### config.mk
export PLATFORM = sky130hd
export DESIGN_NAME = wind_drift
export DESIGN_NICKNAME = d
export VERILOG_FILES = /design/src/rtl/wind_pkg.sv /design/src/rtl/sat_add_s.sv /design/src/rtl/wind_drift.sv
export SDC_FILE = /design/constraint.sdc
export NUM_CORES = 1
export LEC_CHECK = 0
export CAP_MARGIN = 40
export CORE_ASPECT_RATIO = 2
export CORE_MARGIN = 2
export CORE_UTILIZATION = 50
export CTS_CLUSTER_SIZE = 30
export DETAILED_ROUTE_END_ITERATION = 10
export HOLD_SLACK_MARGIN = 0.06
export MAX_ROUTING_LAYER = met4
export PLACE_DENSITY = 0.78
export SYNTH_ARGS = -nofsm -noshare
export SYNTH_HDL_FRONTEND = slang
export SYNTH_HIERARCHICAL = 1
export SYNTH_SLANG_ARGS = --single-unit
### constraint.sdc
create_clock -name clk -period 4.4 [get_ports clk]
set_input_delay 1.1 -clock clk [delete_from_list [all_inputs] [get_ports clk]]
set_output_delay 1.1 -clock clk [all_outputs]
set_load 0.03 [all_outputs]
### src/rtl/wind_pkg.sv
// Shared constants and types for the wind drift integrator.
package wind_pkg;
  localparam int WIND_NEUTRAL = 50;
  localparam int WIND_MAX     = 100;
  localparam int DEADZONE     = 2;

  typedef enum logic [1:0] {IDLE, FLIGHT, HOLD} wind_drift_state_t;

  typedef logic signed [9:0]  vel_t;
  typedef logic signed [15:0] pos_t;
endpackage

### src/rtl/sat_add_s.sv
// Signed adder clamped to the symmetric range [-LIMIT, +LIMIT].
module sat_add_s #(
  parameter int W     = 16,
  parameter int LIMIT = 255
) (
  input  logic signed [W-1:0] a,
  input  logic signed [W-1:0] b,
  output logic signed [W-1:0] y
);
  localparam logic signed [W:0] HI = (W+1)'(LIMIT);
  localparam logic signed [W:0] LO = -HI;

  logic signed [W:0] sum;

  // One extra bit so the raw sum cannot wrap before it is clamped.
  always_comb begin
    sum = {a[W-1], a} + {b[W-1], b};
    if (sum > HI)      y = HI[W-1:0];
    else if (sum < LO) y = LO[W-1:0];
    else               y = sum[W-1:0];
  end
endmodule

### src/rtl/wind_drift.sv
// Latches wind at launch and integrates it into a per-frame x drift.
// Optional near-calm deadzone: define WIND_DRIFT_DEADZONE_EN.
module wind_drift
  import wind_pkg::*;
#(
  parameter int FRAC_BITS  = 4,
  parameter int VEL_MAX    = 255,
  parameter int DRIFT_MAX  = 320,
  parameter int MAX_FRAMES = 600
) (
  input  logic               clk,
  input  logic               rst,
  input  logic [6:0]         wind,
  input  logic               shot_start,
  input  logic               shot_done,
  input  logic               frame_tick,
  output logic signed [10:0] drift_x,
  output logic               busy,
  output logic               wind_clamped,
  output logic               timeout
);
  localparam logic signed [7:0] NEUTRAL = 8'(WIND_NEUTRAL);
  localparam logic signed [7:0] DZ      = 8'(DEADZONE);

  wind_drift_state_t state;
  vel_t              vel, vel_n, off_ext;
  pos_t              pos, pos_n, vel_ext;
  logic signed [7:0] offset, off_launch;
  logic [6:0]        w_sat;
  logic [15:0]       frames, frames_inc;

  always_comb begin
    w_sat      = (wind > 7'(WIND_MAX)) ? 7'(WIND_MAX) : wind;
    off_launch = $signed({1'b0, w_sat}) - NEUTRAL;
`ifdef WIND_DRIFT_DEADZONE_EN
    if (off_launch >= -DZ && off_launch <= DZ) off_launch = '0;
`endif
  end

  assign off_ext    = vel_t'(offset);
  assign vel_ext    = pos_t'(vel_n);
  assign frames_inc = frames + 16'd1;

  sat_add_s #(.W(10), .LIMIT(VEL_MAX)) u_vel (
    .a(vel), .b(off_ext), .y(vel_n)
  );

  // Position limit is in sub-pixel units so the pixel output saturates at DRIFT_MAX.
  sat_add_s #(.W(16), .LIMIT(DRIFT_MAX << FRAC_BITS)) u_pos (
    .a(pos), .b(vel_ext), .y(pos_n)
  );

  always_ff @(posedge clk or posedge rst) begin
    if (rst) begin
      state        <= IDLE;
      vel          <= '0;
      pos          <= '0;
      offset       <= '0;
      frames       <= '0;
      drift_x      <= '0;
      busy         <= 1'b0;
      wind_clamped <= 1'b0;
      timeout      <= 1'b0;
    end else begin
      timeout <= 1'b0;
      case (state)
        IDLE, HOLD: begin
          if (shot_start) begin
            state        <= FLIGHT;
            busy         <= 1'b1;
            vel          <= '0;
            pos          <= '0;
            frames       <= '0;
            drift_x      <= '0;
            offset       <= off_launch;
            wind_clamped <= (wind > 7'(WIND_MAX));
          end
        end
        FLIGHT: begin
          // Landing wins over a coincident frame tick.
          if (shot_done) begin
            state <= HOLD;
            busy  <= 1'b0;
          end else if (frame_tick) begin
            vel     <= vel_n;
            pos     <= pos_n;
            drift_x <= 11'(pos_n >>> FRAC_BITS);
            frames  <= frames_inc;
            if (frames_inc == 16'(MAX_FRAMES)) begin
              state   <= HOLD;
              busy    <= 1'b0;
              timeout <= 1'b1;
            end
          end
        end
        default: begin
          state <= IDLE;
          busy  <= 1'b0;
        end
      endcase
    end
  end
endmodule

After elaboration in Yosys (flattened, before gate mapping)
Index checks and enable logic that the tools add are counted.
Cells by class
  equal/unequal tests: 8
  order comparisons: 5
  muxes and demuxes: 34
  add/subtract/negate cells: 4
  reductions and logical operators: 6
Operators by type and width (count)
  16-bit two-way mux: 7
  16-bit case mux with 2 select lines: 2
  10-bit two-way mux: 5
  11-bit two-way mux: 3
  11-bit case mux with 2 select lines: 1
  10-bit case mux with 2 select lines: 1
  16-bit by 10-bit adder with 17-bit output: 1
  17-bit by 14-bit > comparator with 1-bit output (second input constant): 1
  17-bit by 14-bit < comparator with 1-bit output (second input constant): 1
  16-bit by 1-bit adder with 16-bit output (second input constant): 1
  16-bit by 10-bit equality test with 1-bit output (second input constant): 1
  10-bit by 8-bit adder with 11-bit output: 1
  11-bit by 9-bit > comparator with 1-bit output (second input constant): 1
  11-bit by 9-bit < comparator with 1-bit output (second input constant): 1
  1-bit two-way mux: 8
  2-bit two-way mux: 4
  7-bit by 6-bit subtractor with 8-bit output (second input constant): 1
  7-bit > comparator (second input constant): 1
  7-bit two-way mux: 1
  2-bit inequality test (second input constant): 3
  3-bit inequality test (second input constant): 2
  2-bit case mux with 2 select lines: 1
  4-bit AND reduction: 1
  3-bit AND reduction: 1
  7 further kinds: 7
Word-level totals
  register bits after elaboration: 66
  output and inout bits: 14

Depth between registers and ports, before layout
Gate-level depths: netlist of the first run.
  depth after elaboration: 11
  depth in mapped cells: 25
  depth with buffers taken out: 23

Modules after synthesis
Netlist of the first run, hierarchy kept.
By module, submodules not included
  wind_drift: cells each 321, area each 2812.7 sq um, times used 1
  sat_add_s (u_pos): cells each 200, area each 1521.5 sq um, times used 1
  sat_add_s (u_vel): cells each 112, area each 762.0 sq um, times used 1

Worst setup path before layout of the first run
OpenSTA, ideal clock, no wires.
  kind: flip-flop to flip-flop
  start: register vel[0]
  end: register drift_x[6]
  data arrival time: 4.427 ns
  data required time: 4.283 ns
  buffers on the path: 0
  cell stages (with the launch flop): 22
  path slack: -0.144 ns
  cell sequence: dfrtp_1 ha_1 inv_1 fa_1 nor2b_4 o2111a_1 or3_1 nand2_1 or4b_1 a41oi_1 ha_1 inv_1 fa_1 nor2b_4 o31ai_1 a21oi_1 a221oi_1 a21oi_2 nand2_2 o32a_1 nand2_1 nand2_1
Between the ends
  cells in the longest elaborated chain, start to end: 11
  elaborated cells on any way between the ends: 13
Ends and longest elaborated chain
  start, declared: RTL line wind_drift.sv:26  | vel_t vel, vel_n, off_ext;
  start signal, assigned: RTL line wind_drift.sv:85  | vel <= vel_n;
  10-bit by 8-bit adder with 11-bit output (*): RTL line sat_add_s.sv:17  | sum = {a[W-1], a} + {b[W-1], b};
  11-bit by 9-bit < comparator with 1-bit output: RTL line sat_add_s.sv:19  | else if (sum < LO) y = LO[W-1:0];
  10-bit two-way mux: RTL line sat_add_s.sv:19
  10-bit two-way mux (*): RTL line sat_add_s.sv:18  | if (sum > HI) y = HI[W-1:0];
  named net vel_n[0]: RTL line wind_drift.sv:26
  16-bit by 10-bit adder with 17-bit output (*): RTL line sat_add_s.sv:17
  17-bit by 14-bit < comparator with 1-bit output: RTL line sat_add_s.sv:19
  16-bit two-way mux: RTL line sat_add_s.sv:19
  16-bit two-way mux (*): RTL line sat_add_s.sv:18
  named net pos_n[10]: RTL line wind_drift.sv:27  | pos_t pos, pos_n, vel_ext;
  11-bit two-way mux (*): RTL line wind_drift.sv:84  | end else if (frame_tick) begin
  11-bit two-way mux (*): RTL line wind_drift.sv:81  | if (shot_done) begin
  11-bit case mux with 2 select lines (*): RTL line wind_drift.sv:66  | case (state)
  end signal, assigned: RTL line wind_drift.sv:87  | drift_x <= 11'(pos_n >>> FRAC_BITS);
  end, declared: RTL line wind_drift.sv:17  | output logic signed [10:0] drift_x,
Mark *: on every way through the listed nets, which the timed path passes. The rest lies on a longest branch. The select of a mux whose other input is x is not followed.
A chain may end at the register's enable or synchronous reset.

Final worst setup path of the first run
Ends and elaborated chain as after synthesis.

==> metrics.txt, run 1 <==
status finished, violations left; failing checks setup timing; Skew-Pair Late Insertion Delay 0.30 ns; Final nets 770; Mean Syn Cell Area 8.05 um^2; # IOs 26; CP Max Fanout 6; Area contributors post-synth dfrtp_1 (27%), nand2_1 (7.7%), ha_1 (7.1%); slack of the critical path -0.483 ns; most frequent cell after synthesis nand2_1; total clock sinks 55; Port Buffers 25; routed vias/inst 6.39; area leader, netlist dfrtp_1; CP Cell Sequence ha_2 -> inv_2 -> fa_2 -> nor2b_4 -> o2111a_1 -> or3_1 -> nand2_1 -> or4b_4 -> a41oi_4 -> ha_2 -> inv_1 -> fa_2 -> buf_4 -> xor2_1 -> nand3b_1 -> a211o_1 -> nand4bb_4 -> o221a_4 -> o32a_1 -> nand2_1 -> nand2_1; Reg2Reg Depth 21; vias in the first global route 5,433; Pre-antenna DRT Iters 7; Seq cells post-synth 55; P&R area growth vs syn 30.1%; Crit path arrival time 5.07 ns; Syn Nets 676; Tot GR Track Use 30.0%; Slew Limit Fails 0; Max Clock Skew 0.00745 ns; Setup CP Type flop to flop; ys flop type dfrtp_1; CTS Buf Count 5; Antenna Nets Post-Route 0; Hold Path Depth 2; area of the core 10,000 um^2; Async SR Flop Fraction 100%; Core Util, Final 66.2%; delay of the slowest critical-path stage 0.48 ns; Clk pin slew, worst setup/hold paths 0.07 ns; Fin Hold WS 0.489 ns; TritonCTS clock tree yes; Yosys cell types 85; area taken by multi-input logic gates 3740 um^2; Slew headroom 55.0%; dpl hpwl 11,400 um; Setup-failing EPs final 13; vias 5,520; DRT iter0 DRCs 384; Worst R2R Setup Slack -0.48 ns; CP endpoint kind flop; starting density of the core 50.9%; Tcrit/Tclk final 111%; Worst path most repeated cell nand2_1; row cnt 52; Cell Count, Final, Fillers Out 864; Startpoint Class flop; DRC violations left 0; chip width 75.4 um; EDFF count, synth 0; GRT overflow 0; Worst Max-Slew Pin Slew 0.674 ns; Die ar. 11,100 um^2; WL/cell 18.8 um; Critical Path RT 4.59 ns; post-synth top area share 27.0%; CTS Root Cell clkbuf_16; GPL Wtd Cong 0.966; filler instances 805; Placed Cells 837; Max Buffers Root-to-Sink 2; fmax 205 MHz; Die Y 147 um; first-pass GRT wire length 25,400 um; Ys Warns 6; final hold vios 0; CP max-delay cell or4b_4; DRT Wirelength 16,300 um; Storage cell area 1380 um^2; Post-synth top cells nand2_1 (105), dfrtp_1 (55), nand3_1 (45); Hold Crit Class flop to flop; initial antenna violation count 1; RSZ-0062 raised after global routing yes; fin crit period 4.88 ns; sequential fraction of the synthesis area 27.0%; share of cells above drive strength 1 28.4%; largest net degree at the start of global routing 41; cell count after synthesis 633; H-tree depth 2; Max-Cap Viols 0; Synth Cell Area 5100 um^2
sequential cells by signal (all words and copies together) (netlist names):
| signal | cells |
|---|---|
| drift_x | 10 |
| busy | 1 |
| pos | 6 |
| frames | 16 |
| vel | 10 |
| offset | 8 |
| timeout | 1 |
| state | 2 |
| wind_clamped | 1 |
repair_timing:
action | 4_1_cts | 5_1_grt
pin swaps | 23 | 25
gates resized for setup | 36 | 23
endpoints found under the hold margin | 0 | 0
cloned | 1 | 0
setup endpoints to repair | 13 | 16
hold buffers | 0 | 0
buffers inserted | 9 | 9
area by class of cell:
cell class / count / share of cell area (%)
diodes: 1 / 0.0378
clock buffers: 7 / 2.15
clock inverters: 1 / 0.132
inverters: 19 / 1.11
multi-input cells: 511 / 56.4
flip-flops and latches: 55 / 20.8
well taps: 135 / 2.55
repair buffers: 135 / 16.8
kinds of logic after synthesis:
kind of cell             count (synthesis)  synth area share (%)
AO/OA/AOI/OAI                          188                  26.7
XOR/XNOR                                19                  3.41
adder cells (fa/ha/maj)                 31                  7.91
buffers and inverters                   68                  7.14
flip-flops                              55                  27.0
multiplexers                             1                 0.221
AND/OR/NAND/NOR                        271                  27.6
placed cells by master, fill, tap and decap left out, types with 4 or more instances in the layout:
| cell | count |
|---|---|
| a211o_1 | 6 |
| a211oi_1 | 4 |
| a21o_1 | 12 |
| a21oi_1 | 26 |
| a21oi_2 | 11 |
| a31oi_1 | 10 |
| and3_1 | 8 |
| buf_4 | 104 |
| buf_6 | 4 |
| clkbuf_16 | 5 |
| clkdlybuf4s50_1 | 25 |
| dfrtp_1 | 55 |
| ha_1 | 23 |
| inv_1 | 16 |
| nand2_1 | 105 |
| nand2b_1 | 8 |
| nand3_1 | 45 |
| nand3b_1 | 4 |
| nand4_1 | 13 |
| nor2_1 | 32 |
| nor2b_1 | 4 |
| nor3_1 | 5 |
| o211ai_1 | 6 |
| o21a_1 | 7 |
| o21ai_0 | 40 |
| o21ai_1 | 8 |
| o31ai_1 | 4 |
| o32ai_2 | 9 |
| or2_2 | 4 |
| xnor2_1 | 5 |
| xor2_1 | 11 |
per-stage QoR:
| step | area (um^2) | TNS [ns] | worst slack, ns |
|---|---|---|---|
| finish | 6630 | -4.93 | -0.483 |
| global placement | 5970 | -4.32 | -0.412 |
| floorplan | 5160 | 0 | 0.00589 |
| detailed placement | 6000 | -6.54 | -0.588 |
| CTS | 6410 | -3.25 | -0.284 |
| global route | 6630 | -6.76 | -0.596 |
worst max-delay path: cells and delay by family (launching register included):
kind	cells	cell delay, ns
buffers and inverters	3	0.27
adder cells (fa/ha/maj)	4	1.02
flip-flops	1	0.40
AND/OR/NAND/NOR	8	1.44
AO/OA/AOI/OAI	5	1.39
XOR/XNOR	1	0.25
final timing paths:
| kind | startpoint | to |
|---|---|---|
| setup / recovery | vel[0] | drift_x[6] |
| hold / removal | offset[0] | offset[0] |
| setup reg to reg | vel[0] | drift_x[6] |
| hold reg to reg | offset[0] | offset[0] |
| max in group asynchronous | rst | drift_x[2] |
| min in group asynchronous | rst | frames[15] |
metal layers:
metal  part of all wire (%)  global-route usage (%)  vias to the layer above
met3                    4.7                    5.01                      106
met2                     54                    52.0                      260
met5                      0                       -                        -
li1                       -                       -                     2505
met1                     34                    29.8                     2649
met4                    7.5                    17.8                        0
Power of run 1 is not shown: default switching activity piles up to over one toggle a cycle in this logic, so the estimate is an artifact.
==> inputs of run 2 (changes only) <==
- ABC_CLOCK_PERIOD_IN_PS: unset -> 4400
- SYNTH_HIERARCHICAL: 1 -> unset
==> run 2 against run 1 <==
- the flow still finishes with violations (setup timing)
- die area is 12% lower
- non-clock buffer count is 5 lower
- design area is 8.8% lower
- clock-buffer cell count is 2 lower
- synthesized cell count is 17% lower
- register-to-register slack worse by 0.31 ns
- clock skew is 0.0040 ns lower
- routed wire length is 5.0% lower
- core utilization is 3.7 points higher
- global-route usage is 0.47 points lower
- worst hold slack worse by 0.013 ns
- first-iteration DRC count is 14% higher
==> metrics.txt, run 2 <==
status finished, violations left; failing checks setup timing; final instance area 6040 um^2; worst hold endpoint state[1]; CP delay by family, top compound AO/OA/AOI/OAI gates; GRT overflow 0; Placed Cells 695; HP Start state[1]; Startpoint Class flop; commonest non-fill, non-tap cell in the layout buf_4; Worst R2R Start offset[0]; Setup-failing EPs final 16; chip width 70.7 um; Max Buffers Root-to-Sink 2; delay of the slowest critical-path stage 0.42 ns; most frequent cell after synthesis nand2_1; GPL Wtd Cong 1.01; area leader, netlist dfrtp_1; total clock sinks 55; Worst path most repeated cell buf_4; TritonCTS clock tree yes; fmax 193 MHz; Hold Buf Count CTS 0; EDFF count, synth 0; Hold Path Depth 1; Synth Cell Area 4450 um^2; Mean Syn Cell Area 8.42 um^2; routed vias/inst 6.58; Slew headroom 33.8%; Core Util, Final 69.9%; Reg2Reg Depth 24; Area contributors post-synth dfrtp_1 (31%), ha_1 (7.9%), nand2_1 (5.2%); Tcrit/Tclk final 118%; row cnt 48; Seq cells post-synth 55; Crit path arrival time 5.40 ns; cell count after synthesis 528; Clk pin slew, worst setup/hold paths 0.08 ns; Yosys cell types 73; RSZ-0062 raised after global routing yes; initial antenna violation count 0; Port Buffers 25; Skew-Pair Late Insertion Delay 0.31 ns; setup_tns -9.60 ns; dpl hpwl 9520 um; DRT Wirelength 15,500 um; Slew Limit Fails 0; largest net degree at the start of global routing 33; CTS Buf Count 5; Max Clock Skew 0.00349 ns; Final nets 672; CP Max Fanout 7; Antenna Nets Post-Route 0; CP max-delay cell a2111oi_4; Cell Count, Final, Fillers Out 731; DRC violations left 0; CP endpoint kind flop; Critical Path RT 4.61 ns; Tot GR Track Use 29.5%; post-synth top area share 31.0%; Post-synth top cells nand2_1 (62), dfrtp_1 (55), o21ai_0 (43); Worst R2R Setup Slack -0.79 ns; H-tree depth 2; Die Y 137 um; largest registers frames: 16 flops, drift_x: 10 flops, vel: 10 flops; Max-Cap Viols 0; dpl cell area 5270 um^2; Async SR Flop Fraction 100%; P&R area growth vs syn 35.9%; sequential fraction of the synthesis area 31.0%; vias in the first global route 4,695; most frequent cells in the layout buf_4 (95), nand2_1 (60), dfrtp_1 (55), o21ai_0 (40), nor2_1 (35); # IOs 26; WP buf/inv 8; vias 4,810; slack of the critical path -0.791 ns; final hold vios 0; DRT iter0 DRCs 437; starting density of the core 51.4%; CP Cell Sequence ha_2 -> buf_4 -> a21o_1 -> a21o_1 -> a2111oi_4 -> nor2_2 -> a32oi_1 -> nand4_1 -> buf_6 -> buf_4 -> a22oi_2 -> inv_1 -> ha_4 -> buf_4 -> and2_1 -> buf_4 -> o211ai_1 -> a32oi_1 -> xor2_1 -> buf_4 -> o2111a_2 -> nor2_4 -> buf_12 -> o31ai_2; Setup CP Type flop to flop; Hold Crit Class flop to flop; share of cells above drive strength 1 30.4%; max FFs per register 16; Syn Nets 570; Worst Max-Slew Pin Slew 0.991 ns; Pre-antenna DRT Iters 7; antenna diode count 0; WL/cell 21.2 um; Reg-to-Reg End pos[2]; area of the core 8650 um^2; most flop-heavy register frames; first-pass GRT wire length 22,100 um; Ys Warns 0; Die ar. 9710 um^2; ys flop type dfrtp_1; CTS Root Cell clkbuf_16; filler instances 634; fin crit period 5.19 ns
[run 2: worst max path at each step]
stage | from | to | slack [ns] | cells after the start
after global placement | offset[0] | drift_x[2] | -0.39 | 21
after floorplan | offset[0] | drift_x[6] | -0.16 | 22
after global routing | vel[0] | pos[2] | -0.98 | 24
after CTS | offset[0] | drift_x[6] | -0.43 | 23
after detailed placement | vel[1] | drift_x[2] | -0.67 | 20
final | offset[0] | pos[2] | -0.79 | 24
[run 2: cells by family after synthesis]
logic type               Yosys count  synth area share (%)
adder cells (fa/ha/maj)           30                  8.78
buffers and inverters             48                  5.63
AO/OA/AOI/OAI                    175                  27.0
multiplexers                       5                  1.15
flip-flops                        55                  31.0
AND/OR/NAND/NOR                  197                  22.9
XOR/XNOR                          18                  3.55
[run 2: cell type report]
| cell class | instances | area [um^2] | share of cell area, % |
|---|---|---|---|
| repair buffers | 130 | 1110 | 18.4 |
| well taps | 100 | 125 | 2.07 |
| multi-input cells | 425 | 3230 | 53.5 |
| clock buffers | 5 | 125 | 2.07 |
| inverters | 13 | 48.8 | 0.807 |
| clock inverters | 3 | 27.5 | 0.455 |
| flip-flops and latches | 55 | 1380 | 22.8 |
[run 2: per-layer routing]
metal	part of all wire [%]	global-route usage (%)
met5	0	-
met4	7.3	18.4
met3	4.5	3.44
met2	53	54.1
met1	35	29.1
[run 2: what timing repair did]
action / 4_1_cts / 5_1_grt
endpoints found under the hold margin: 0 / 0
gates resized for setup: 33 / 37
pin swaps: 23 / 27
endpoints found under the setup margin: 16 / 16
buffers inserted: 14 / 14
[run 2: worst register-to-register path, cell delays in order, from the launching register on]
cell and delay (ns):
dfrtp_1 0.40, ha_2 0.21, buf_4 0.14, a21o_1 0.18, a21o_1 0.26, a2111oi_4 0.42
nor2_2 0.11, a32oi_1 0.25, nand4_1 0.16, buf_6 0.18, buf_4 0.13, a22oi_2 0.21
inv_1 0.13, ha_4 0.32, buf_4 0.14, and2_1 0.15, buf_4 0.11, o211ai_1 0.13
a32oi_1 0.26, xor2_1 0.27, buf_4 0.17, o2111a_2 0.28, nor2_4 0.09, buf_12 0.14
o31ai_2 0.25
[run 2: metrics by stage]
stage,hold slack (ns),setup WS (ns)
2_1_floorplan,0.436,-0.165
3_3_place_gp,0.453,-0.386
3_5_place_dp,0.469,-0.675
4_1_cts,0.479,-0.427
5_1_grt,0.505,-0.978
6_report,0.476,-0.791
Power of run 2 is left out for the same reason.
==> inputs of run 3 (changes only) <==
- SKIP_CTS_REPAIR_TIMING: unset -> 1
==> run 3 against run 2 <==
- the run still ends with setup timing left
- critical path depth decreased by 2
- clock-buffer cell count is the same
- register-to-register slack improved by 0.15 ns
- cell count decreased by 2.3%
- core utilization is 4.0 points lower
- first-iteration DRC count shrank 22%
- clock skew about the same
- sequential share of layout area increased by 1.4 points
- critical endpoint is now drift_x[6]
- design area is 5.7% lower
==> metrics.txt, run 3 (synthesized netlist as in run 2, its figures left out) <==
commonest non-fill, non-tap cell in the layout buf_4; Max Clock Skew 0.00347 ns; starting density of the core 51.4%; DRT Wirelength 13,300 um; share of cells above drive strength 1 25.2%; Worst Max-Slew Pin Slew 0.885 ns; Setup CP Type flop to flop; initial antenna violation count 0; Die Y 137 um; Setup-failing EPs final 16; Die ar. 9710 um^2; Crit path arrival time 5.23 ns; fin crit period 5.04 ns; Slew Limit Fails 0; CTS Root Cell clkbuf_16; Hold Crit Class flop to flop; CP Max Fanout 5; GRT overflow 0; Max Buffers Root-to-Sink 2; Pre-antenna DRT Iters 5; vias 4,556; TritonCTS clock tree yes; DRC violations left 0; Core Util, Final 65.9%; Pleak 2.59 nW; Overall Power 0.00552 W; Clk pin slew, worst setup/hold paths 0.08 ns; Antenna Nets Post-Route 0; Skew-Pair Late Insertion Delay 0.31 ns; most frequent cells in the layout buf_4 (82), nand2_1 (60), dfrtp_1 (55), o21ai_0 (42), nor2_1 (38); total clock sinks 55; Tot GR Track Use 27.1%; largest net degree at the start of global routing 33; fmax 199 MHz; RSZ-0062 raised after global routing yes; Max-Cap Viols 0; vias in the first global route 4,467; H-tree depth 2; chip width 70.7 um; status finished, violations left; GPL Wtd Cong 1.01; Port Buffers 25; failing checks setup timing; Slew headroom 40.8%; final instance area 5700 um^2; row cnt 48; routed vias/inst 6.38; largest registers frames: 16 flops, drift_x: 10 flops, vel: 10 flops; max FFs per register 16; most flop-heavy register frames; final hold vios 0; CP max-delay cell dfrtp_1; CP endpoint kind flop; area of the core 8650 um^2; Fin Hold WS 0.473 ns; P per Cell Area 968 nW/um^2; antenna diode count 0; # IOs 26; Startpoint Class flop; DRT iter0 DRCs 341; first-pass GRT wire length 20,500 um; VDD IR max 1.08 mV; delay of the slowest critical-path stage 0.38 ns; dpl cell area 5270 um^2; CP Cell Sequence ha_2 -> inv_2 -> fa_2 -> nor2b_1 -> o21a_1 -> o21a_1 -> buf_4 -> mux2i_1 -> nand4_1 -> nand4bb_2 -> nand2_1 -> nor2_1 -> ha_1 -> a211oi_4 -> o211ai_1 -> o21bai_4 -> a2111oi_4 -> nand4b_1 -> a21oi_2 -> o211ai_2 -> buf_4 -> o31a_1; dpl hpwl 9520 um; CTS Buf Count 5; Critical Path RT 4.59 ns; slack of the critical path -0.636 ns; P&R area growth vs syn 28.2%; WL/cell 18.6 um; Tcrit/Tclk final 114%; Final nets 655
[run 3: routing by layer]
metal  wire (um)  part of all wire (%)  vias to the layer above  GRT usage (%)
met2        7440                    56                      155           51.0
met3         390                   2.9                       49           2.71
met4         585                   4.4                        0           14.5
met5           0                     0                        -              -
met1        4900                    37                     2244           27.0
li1            -                     -                     2108              -
[run 3: final cells by class]
| cell class | instances | area, um^2 |
|---|---|---|
| clock buffers | 5 | 125 |
| clock inverters | 3 | 27.5 |
| fillers | 689 | 2950 |
| inverters | 13 | 48.8 |
| multi-input cells | 425 | 3050 |
| flip-flops and latches | 55 | 1380 |
| well taps | 100 | 125 |
| repair buffers | 113 | 946 |
[run 3: report_power, final]
part / switching (W) / leakage, nW / internal, W / total, W
registers: 0.000150 / 0.737 / 0.000646 / 0.000796
logic: 0.00226 / 1.78 / 0.00203 / 0.00429
clock network: 0.000211 / 0.0723 / 0.000218 / 0.000429
total: 0.00262 / 2.59 / 0.00289 / 0.00552
[run 3: worst paths after layout]
path,start,end,slack [ns],cells after the start
min reg2reg,state[1],state[1],0.47,1
max in group asynchronous,rst,offset[2],2.39,3
min,state[1],state[1],0.47,1
min in group asynchronous,rst,pos[14],1.20,2
max,vel[0],drift_x[6],-0.64,22
max reg2reg,vel[0],drift_x[6],-0.64,22
[run 3: stage by stage]
stage / setup slack [ns] / cells / TNS [ns]
after detailed placement: -0.675 / 695 / -8.13
after global routing: -0.841 / 714 / -11.72
after floorplan: -0.165 / 528 / -0.926
final: -0.636 / 714 / -8.04
after CTS: -0.752 / 703 / -9.41
after global placement: -0.386 / 694 / -4.57
[run 3: worst max-delay path, delay by kind of cell (launching register included)]
family	cells	cell delay, ns
compound gates	9	2.09
buf+inv	3	0.39
mux	1	0.23
fa+ha+maj	3	0.87
flops	1	0.38
simple gates	6	0.97
Note: power is estimated with default switching activity, not from simulation.
